`src/rtl/agnus_dram_cycle_gen.sv`:
```
// Agnus-style DRAM cycle generator: turns a REQ/ACK transaction into a
// sequenced RAS/CAS cycle on nRAS0/nRAS1, nCASL/nCASU, nAWE and DRA.
// A refresh is issued as both nRAS lines low with both nCAS lines high.
// Every timing parameter must be in 1..15 because the phase counter is 4 bits.
module agnus_dram_cycle_gen #(
  parameter int unsigned T_ASR = 1,
  parameter int unsigned T_RAH = 2,
  parameter int unsigned T_CAS = 6,
  parameter int unsigned T_RP  = 5,
  parameter int unsigned T_REF = 6
) (
  input  logic        CLK80,
  input  logic        RESET,
  input  logic        REQ,
  input  logic [20:1] A,
  input  logic        RnW,
  input  logic [1:0]  BE,
  input  logic        REF_REQ,
  output logic        ACK,
  output logic        REF_ACK,
  output logic        DONE,
  output logic        BUSY,
  output logic        nRAS0,
  output logic        nRAS1,
  output logic        nCASL,
  output logic        nCASU,
  output logic        nAWE,
  output logic [9:0]  DRA
);

  typedef enum logic [2:0] {
    S_IDLE, S_ROW, S_RAS, S_COL, S_CAS, S_PRE, S_REFRESH
  } state_t;

  localparam logic [3:0] C_ASR = 4'(T_ASR);
  localparam logic [3:0] C_RAH = 4'(T_RAH);
  localparam logic [3:0] C_CAS = 4'(T_CAS);
  localparam logic [3:0] C_RP  = 4'(T_RP);
  localparam logic [3:0] C_REF = 4'(T_REF);

  state_t      state, next_state;
  logic [3:0]  cnt, next_cnt;
  logic        accept_req, accept_ref;

  logic [20:1] lat_a;
  logic        lat_rnw;
  logic [1:0]  lat_be;

  // Transaction fields as seen by the next cycle: fresh inputs on accept.
  logic [20:1] txn_a;
  logic        txn_rnw;
  logic [1:0]  txn_be;
  logic [9:0]  row_addr, col_addr;

  logic        ack_d, ref_ack_d, done_d, busy_d;
  logic        ras0_d, ras1_d, casl_d, casu_d, awe_d;
  logic [9:0]  dra_d;

  // State and phase counter register.
  always_ff @(posedge CLK80 or posedge RESET) begin
    if (RESET) begin
      state <= S_IDLE;
      cnt   <= '0;
    end else begin
      // NOTE: sequential state uses non-blocking assignments so every
      // register samples pre-edge values regardless of statement order.
      state <= next_state;
      cnt   <= next_cnt;
    end
  end

  // Next-state: each state reloads the counter on entry and exits when it
  // reaches 1; refresh wins over a simultaneous request, which stays pending.
  always_comb begin
    // NOTE: every combinational output gets a default first so no path
    // leaves it unassigned, which would infer a latch.
    next_state = state;
    next_cnt   = cnt - 4'd1;
    accept_req = 1'b0;
    accept_ref = 1'b0;
    unique case (state)
      S_IDLE: begin
        next_cnt = cnt;
        if (REF_REQ) begin
          next_state = S_REFRESH;
          next_cnt   = C_REF;
          accept_ref = 1'b1;
        end else if (REQ) begin
          next_state = S_ROW;
          next_cnt   = C_ASR;
          accept_req = 1'b1;
        end
      end
      S_ROW: if (cnt == 4'd1) begin
        next_state = S_RAS;
        next_cnt   = C_RAH;
      end
      S_RAS: if (cnt == 4'd1) begin
        next_state = S_COL;
        next_cnt   = 4'd1;
      end
      S_COL: begin
        next_state = S_CAS;
        next_cnt   = C_CAS;
      end
      S_CAS: if (cnt == 4'd1) begin
        next_state = S_PRE;
        next_cnt   = C_RP;
      end
      S_REFRESH: if (cnt == 4'd1) begin
        next_state = S_PRE;
        next_cnt   = C_RP;
      end
      S_PRE: if (cnt == 4'd1) begin
        next_state = S_IDLE;
        next_cnt   = '0;
      end
      default: begin
        next_state = S_IDLE;
        next_cnt   = '0;
      end
    endcase
  end

  assign txn_a    = accept_req ? A   : lat_a;
  assign txn_rnw  = accept_req ? RnW : lat_rnw;
  assign txn_be   = accept_req ? BE  : lat_be;
  assign row_addr = {txn_a[19], txn_a[17:9]};
  assign col_addr = {txn_a[20], txn_a[18], txn_a[8:1]};

  // Output decode for the state being entered, so the registered strobes
  // line up exactly with the state they belong to.
  always_comb begin
    ack_d     = accept_req;
    ref_ack_d = accept_ref;
    busy_d    = (next_state != S_IDLE);
    done_d    = 1'b0;
    ras0_d    = 1'b1;
    ras1_d    = 1'b1;
    casl_d    = 1'b1;
    casu_d    = 1'b1;
    awe_d     = 1'b1;
    dra_d     = DRA;
    unique case (next_state)
      S_ROW: dra_d = row_addr;
      S_RAS: begin
        dra_d  = row_addr;
        ras0_d = txn_a[19];
        ras1_d = ~txn_a[19];
      end
      S_COL: begin
        dra_d  = col_addr;
        ras0_d = txn_a[19];
        ras1_d = ~txn_a[19];
        awe_d  = txn_rnw;
      end
      S_CAS: begin
        dra_d  = col_addr;
        ras0_d = txn_a[19];
        ras1_d = ~txn_a[19];
        awe_d  = txn_rnw;
        casu_d = ~txn_be[1];
        casl_d = ~txn_be[0];
        done_d = (next_cnt == 4'd1);
      end
      S_REFRESH: begin
        dra_d  = '0;
        ras0_d = 1'b0;
        ras1_d = 1'b0;
        done_d = (next_cnt == 4'd1);
      end
      default: ;
    endcase
  end

  // Capture address, direction and byte enables when a request is accepted.
  always_ff @(posedge CLK80 or posedge RESET) begin
    if (RESET) begin
      lat_a   <= '0;
      lat_rnw <= 1'b1;
      lat_be  <= '0;
    end else if (accept_req) begin
      lat_a   <= A;
      lat_rnw <= RnW;
      lat_be  <= BE;
    end
  end

  // Output registers; reset drives every strobe inactive immediately.
  always_ff @(posedge CLK80 or posedge RESET) begin
    if (RESET) begin
      ACK     <= 1'b0;
      REF_ACK <= 1'b0;
      DONE    <= 1'b0;
      BUSY    <= 1'b0;
      nRAS0   <= 1'b1;
      nRAS1   <= 1'b1;
      nCASL   <= 1'b1;
      nCASU   <= 1'b1;
      nAWE    <= 1'b1;
      DRA     <= '0;
    end else begin
      ACK     <= ack_d;
      REF_ACK <= ref_ack_d;
      DONE    <= done_d;
      BUSY    <= busy_d;
      nRAS0   <= ras0_d;
      nRAS1   <= ras1_d;
      nCASL   <= casl_d;
      nCASU   <= casu_d;
      nAWE    <= awe_d;
      DRA     <= dra_d;
    end
  end

endmodule

```
`config.mk`:
```
export PLATFORM = sky130hd
export DESIGN_NAME = agnus_dram_cycle_gen
export DESIGN_NICKNAME = d
export VERILOG_FILES = /design/src/rtl/agnus_dram_cycle_gen.sv
export SDC_FILE = /design/constraint.sdc
export NUM_CORES = 1
export LEC_CHECK = 0
export BUFFER_PORTS_ARGS = -buffer_cell sky130_fd_sc_hd__buf_4
export CAP_MARGIN = 15
export CORE_ASPECT_RATIO = 0.75
export CORE_MARGIN = 3
export CORE_UTILIZATION = 58
export DETAILED_ROUTE_END_ITERATION = 8
export PLACE_DENSITY = 0.84
export RECOVER_POWER = 25
export SLEW_MARGIN = 20
export SYNTH_ARGS = -nofsm -noshare
export SYNTH_HDL_FRONTEND = slang
export SYNTH_SLANG_ARGS = --single-unit
```
`constraint.sdc`:
```
create_clock -name CLK80 -period 5.9 [get_ports CLK80]
set_input_delay 1.18 -clock CLK80 [delete_from_list [all_inputs] [get_ports CLK80]]
set_output_delay 1.18 -clock CLK80 [all_outputs]
set_load 0.05 [all_outputs]
```
After elaboration in Yosys (flattened, before gate mapping)
Cells that the tools add are included.
{"block": "word_totals", "regBits": 49, "elab_cells": 69}
{"block": "classes", "add_sub_neg": 1, "n_eq_ne": 13, "n_mux": 29, "n_bitwise": 3, "reduce_logical": 8}
{"cell": "$pmux W10 S3", "n": 1}
{"cell": "$mux W4", "n": 6}
{"cell": "$pmux W4 S6", "n": 1}
{"cell": "$mux W20", "n": 1}
{"cell": "$mux W3", "n": 6}
{"cell": "$pmux W3 S6", "n": 1}
{"cell": "$eq A3 B3 Y1 const B", "n": 5}
{"cell": "$eq A3 B2 Y1 const B", "n": 4}
{"cell": "$mux W1", "n": 10}
{"cell": "$eq A4 B1 Y1 const B", "n": 2}
{"cell": "$reduce_or A2 Y1", "n": 4}
{"cell": "$eq A3 B1 Y1 const B", "n": 2}
{"cell": "$reduce_bool A3 Y1", "n": 2}
{"cell": "$pmux W1 S2", "n": 2}
{"cell": "$sub A4 B1 Y4 const B", "n": 1}
{"cell": "$logic_not A3 Y1", "n": 1}
{"cell": "$not A1 Y1", "n": 3}
{"cell": "$reduce_or A3 Y1", "n": 1}
{"cell": "$mux W2", "n": 1}

Longest topological paths before layout
{"block": "logic_depth", "depth_word": 6, "mapped_depth": 9}

Worst setup path before layout
OpenSTA, ideal clock, no wires.
{"block": "synth_timing", "path_type": "in2reg", "startpoint": "input port REF_REQ", "endpoint": "register DRA[1]", "setup_ns": 0.119, "arrival_ns": 2.161, "t_required_ns": 5.781, "setup_slack_ns": 3.620, "path_stages": 6, "cell_sequence": "nor2_1 nand3_2 buf_2 mux2i_1 o221ai_1 o21a_1"}
{"block": "synth_between", "elab_chain_len": 5, "word_cells_on_any_way": 14}
{"element": "start, declared", "line": "18", "text": "input logic REF_REQ,"}
{"element": "$mux W3", "line": "84", "text": "if (REF_REQ) begin"}
{"element": "$pmux W3 S6", "line": "81", "text": "unique case (state)"}
{"element": "$eq A3 B3 Y1 (tied with other cells)", "line": "144", "text": "unique case (next_state)"}
{"element": "$reduce_or A2 Y1 (no source line)"}
{"element": "$pmux W10 S3 or $reduce_bool A3 Y1 (tied branches)"}
{"element": "end signal, assigned", "line": "212", "text": "DRA <= dra_d;"}
{"element": "end, declared", "line": "28", "text": "output logic [9:0] DRA"}
Several ways; a longest one is shown, not always the timed one.
A chain may end at the register's enable or synchronous reset.

Worst setup path after layout
{"block": "layout_timing", "startpoint": "input port REF_REQ", "endpoint": "register nRAS0"}
{"block": "layout_between", "word_cells_on_any_way": 11}
{"element": "$mux W1", "line": "84"}
{"element": "$mux W1", "line": "81"}
{"element": "$mux W20"}
{"element": "named net txn_a (one bit)", "line": "50", "text": "logic [20:1] txn_a;"}
{"element": "$pmux W1 S2", "line": "144"}
{"element": "named net ras0_d", "line": "56", "text": "logic ras0_d, ras1_d, casl_d, casu_d, awe_d;"}
{"element": "end signal, assigned", "line": "207", "text": "nRAS0 <= ras0_d;"}
{"element": "end, declared", "line": "23", "text": "output logic nRAS0,"}
The timed path passes the listed nets, and every way through them passes these cells.

==> metrics.md <==
| Metric | Value |
|---|---|
| Asr flop ratio synth | 100% |
| Global-route wire length before repair | 7670 um |
| Worst setup SP type | input pin |
| Power per cell area | 643 mW/mm2 |
| Critical Path RT | 6.10 ns |
| Drt initial violations | approximately 120 |
| Pre-CTS setup slack | 2.80 ns |
| Final hold violation count | 0 |
| Total CTS buffers | 5 |
| Yosys top cell by area | dfrtp_1 |
| Worst R2R Path Depth | 6 |
| Multi-input logic area | 895 um2 |
| Skew final | just under 0.009 ns |
| Hold Crit Depth | 2 |
| Largest net degree at the start of global routing | 50 |
| Register area share after synthesis | 53.9% |
| Mapped Nets | 239 |
| Hold EP | lat_a[4] |
| Remaining global-route overflow | 0 |
| Worst setup startpoint | REF_REQ |
| Ant diodes | 0 |
| Syn. warnings | 0 |
| Top cells by count, synth | 43 x dfrtp_1, 26 x inv_1, 22 x mux2i_1 |
| Static Leak | 1.47 nW |
| Number of buffers added on ports | 45 |
| CTS sink cnt | 49 |
| Worst r2r src | state[2] |
| Outcome | complete, but fails checks |
| # fillers | 281 |
| Post-DR wirelength/cell | 15.2 um |
| Minimum clock period | approximately 2.8 ns |
| Hold Crit Class | reg -> reg |
| Hold-fix buffers, CTS | 0 |
| Core Area | between 0.003 and 0.004 mm2 |
| Clock root buffer | clkbuf_8 |
| WL final | 4630 um |
| Failing checks | capacitance limit, slew limit |
| P&R area growth vs syn | 20.0% |
| Hold path startpoint | lat_a[4] |
| Fmax | 351 MHz |
| Mean Syn Cell Area | 10.9 um2 |
| Initial antenna violation count | 0 |
| Tcrit/Tclk final | between 40% and 50% |
| Top-count cell post-synth | dfrtp_1 |
| VDD IR-drop max | around 0.38 mV |
| Vias in the first global route | 1555 |
| Final worst-path setup slack | slightly above 3 ns |
| Nets | 280 |
| Sequential cell area | 0.00123 mm2 |
| DRC violations left | 0 |
| Dpl hpwl | 3230 um |
| Critical Path Sink Type | flip-flop |
| Synth area leaders | dfrtp_1 47%, mux2i_1 9.6%, dfstp_2 6.9% |
| Final setup vio count | 0 |
| H-tree depth | 2 |
| Hold_ws | 0.489 ns |
| Max Cap Viol | 1 |
| Mapped cell area | about 0.0023 mm2 |
| Rel. slew slack | -16.1% |
| Vias | 1676 |
| R2R Setup Slk | 3.36 ns |
| Via-to-Cell Ratio | ~5.5 |
| Post-synth top area share | 47.0% |
| Unique cell type count in the Yosys netlist | 38 |
| Row cnt | 19 |
| CTS tree | built |
| Die Ht | 60.4 um |
| Pins Over Slew Limit | 50 |
| Starting density of the core | 61.4% |
| Die Footprint | 0.00475 mm2 |
| Synth Flop Type | dfrtp_1 |
| Crit Path Max Fanout | 25 |
| Post-synth EDFFs | 0 |
| Slew @ Worst Pin | 1.74 ns |
| RSZ-0062 raised after global routing | false |
| # IOs | 46 |
| Postcts setup bufs | 0 |
| Placer's final routability congestion estimate | between 0.9 and 1 |
| First drt pass iteration count | 4 |
| Resized cells post-CTS | 0 |
| FF-to-FF End | nRAS0 |
| Total track usage | 21.2% |
| Layout cell share with drive strength beyond 1 | 26.2% |
| Setup_tns | 0 ns |
| Max Root-Sink Buffers | 2 |
| Worst skew pair latency | 0.29 ns |
| Mapped Cells | 210 |
| #FFs+latches synth | 49 |
| Die width | 78.6 um |
| Arrival time at the worst endpoint | about 3.1 ns |
| Crit Path Class | in -> reg |
| Reg clk slew, reported paths | ~0.090 ns |
| Antenna Nets Post-Route | 0 |
-- cells in the final DEF (no fill, tap or decap), types with 3 or more instances in the layout --
master / count
o221ai_1: 12
dfstp_2: 6
nand2b_1: 4
mux2i_1: 22
o21a_1: 10
nand3_1: 3
clkbuf_8: 6
a21oi_1: 9
nor2_1: 10
buf_4: 44
o211ai_1: 3
o21ai_0: 6
inv_1: 26
mux2_2: 4
nor2b_1: 5
nand2_1: 11
dfrtp_1: 43
-- through the flow --
stage	std cells	cell area, um2	total power (W)	util, %
finish	304	2750	0.00177	73.7
global route	304	2750	0.00189	73.7
CTS	304	2760	0.00178	73.9
detailed placement	296	2640	0.00153	70.8
global placement	296	2640	0.00149	70.8
floorplan	210	2290	0.00131	-
-- worst max-delay path: stages --
cell	delay [ns]
clkbuf_1	0.16
nor2_1	0.19
nand3_2	0.62
mux2i_1	0.52
inv_1	0.11
o21ai_0	0.16
a211oi_1	0.09
-- sequential cells by signal, indices dropped and copies added, names as in the netlist --
register,count
lat_rnw,1
state,3
nAWE,1
BUSY,1
nCASL,1
lat_be,2
nCASU,1
nRAS0,1
lat_a,20
ACK,1
DONE,1
nRAS1,1
REF_ACK,1
cnt,4
DRA,10
-- report_power, final --
| part | leakage, nW | switching, W | internal (W) | total (W) |
|---|---|---|---|---|
| combinational | 0.814 | 0.000566 | 0.000350 | 0.000916 |
| sequential | 0.595 | 0.000107 | 0.000502 | 0.000609 |
| clock | 0.0585 | 0.000103 | 0.000138 | 0.000242 |
-- routing by layer --
metal / up-vias / share of wire, % / GRT usage, %
met5: - / 0 / 0
met4: 0 / 1.1 / 5.99
met3: 5 / 5.2 / 4.90
met2: 44 / 46 / 32.3
li1: 816 / - / -
met1: 811 / 48 / 31.0
-- worst max path at each step --
stage,end,slack (ns),cells past startpoint
6_report,nRAS0,3.05,7
3_5_place_dp,nRAS0,2.80,7
5_1_grt,nRAS0,2.77,7
2_1_floorplan,ACK,3.56,1
3_3_place_gp,nRAS0,2.88,7
4_1_cts,nRAS0,3.11,7
-- layout make-up --
class                   instances  share of cell area, %
well taps                      52                   2.37
repair buffers                 46                   12.4
clock inverters                 1                   1.09
inverters                      26                   3.55
clock buffers                   7                   3.14
multi-input cells             123                   32.5
flip-flops and latches         49                   44.9
-- cell families after synthesis --
group	after synthesis	share of synthesized area, %
AOI/OAI and AO/OA	50	15.9
adders and majority gates	2	1.09
buffers and inverters	38	6.88
DFF	49	53.9
muxes	26	11.6
and+or+nand+nor	45	10.7
No activity file was read; power rests on OpenSTA's default activity.
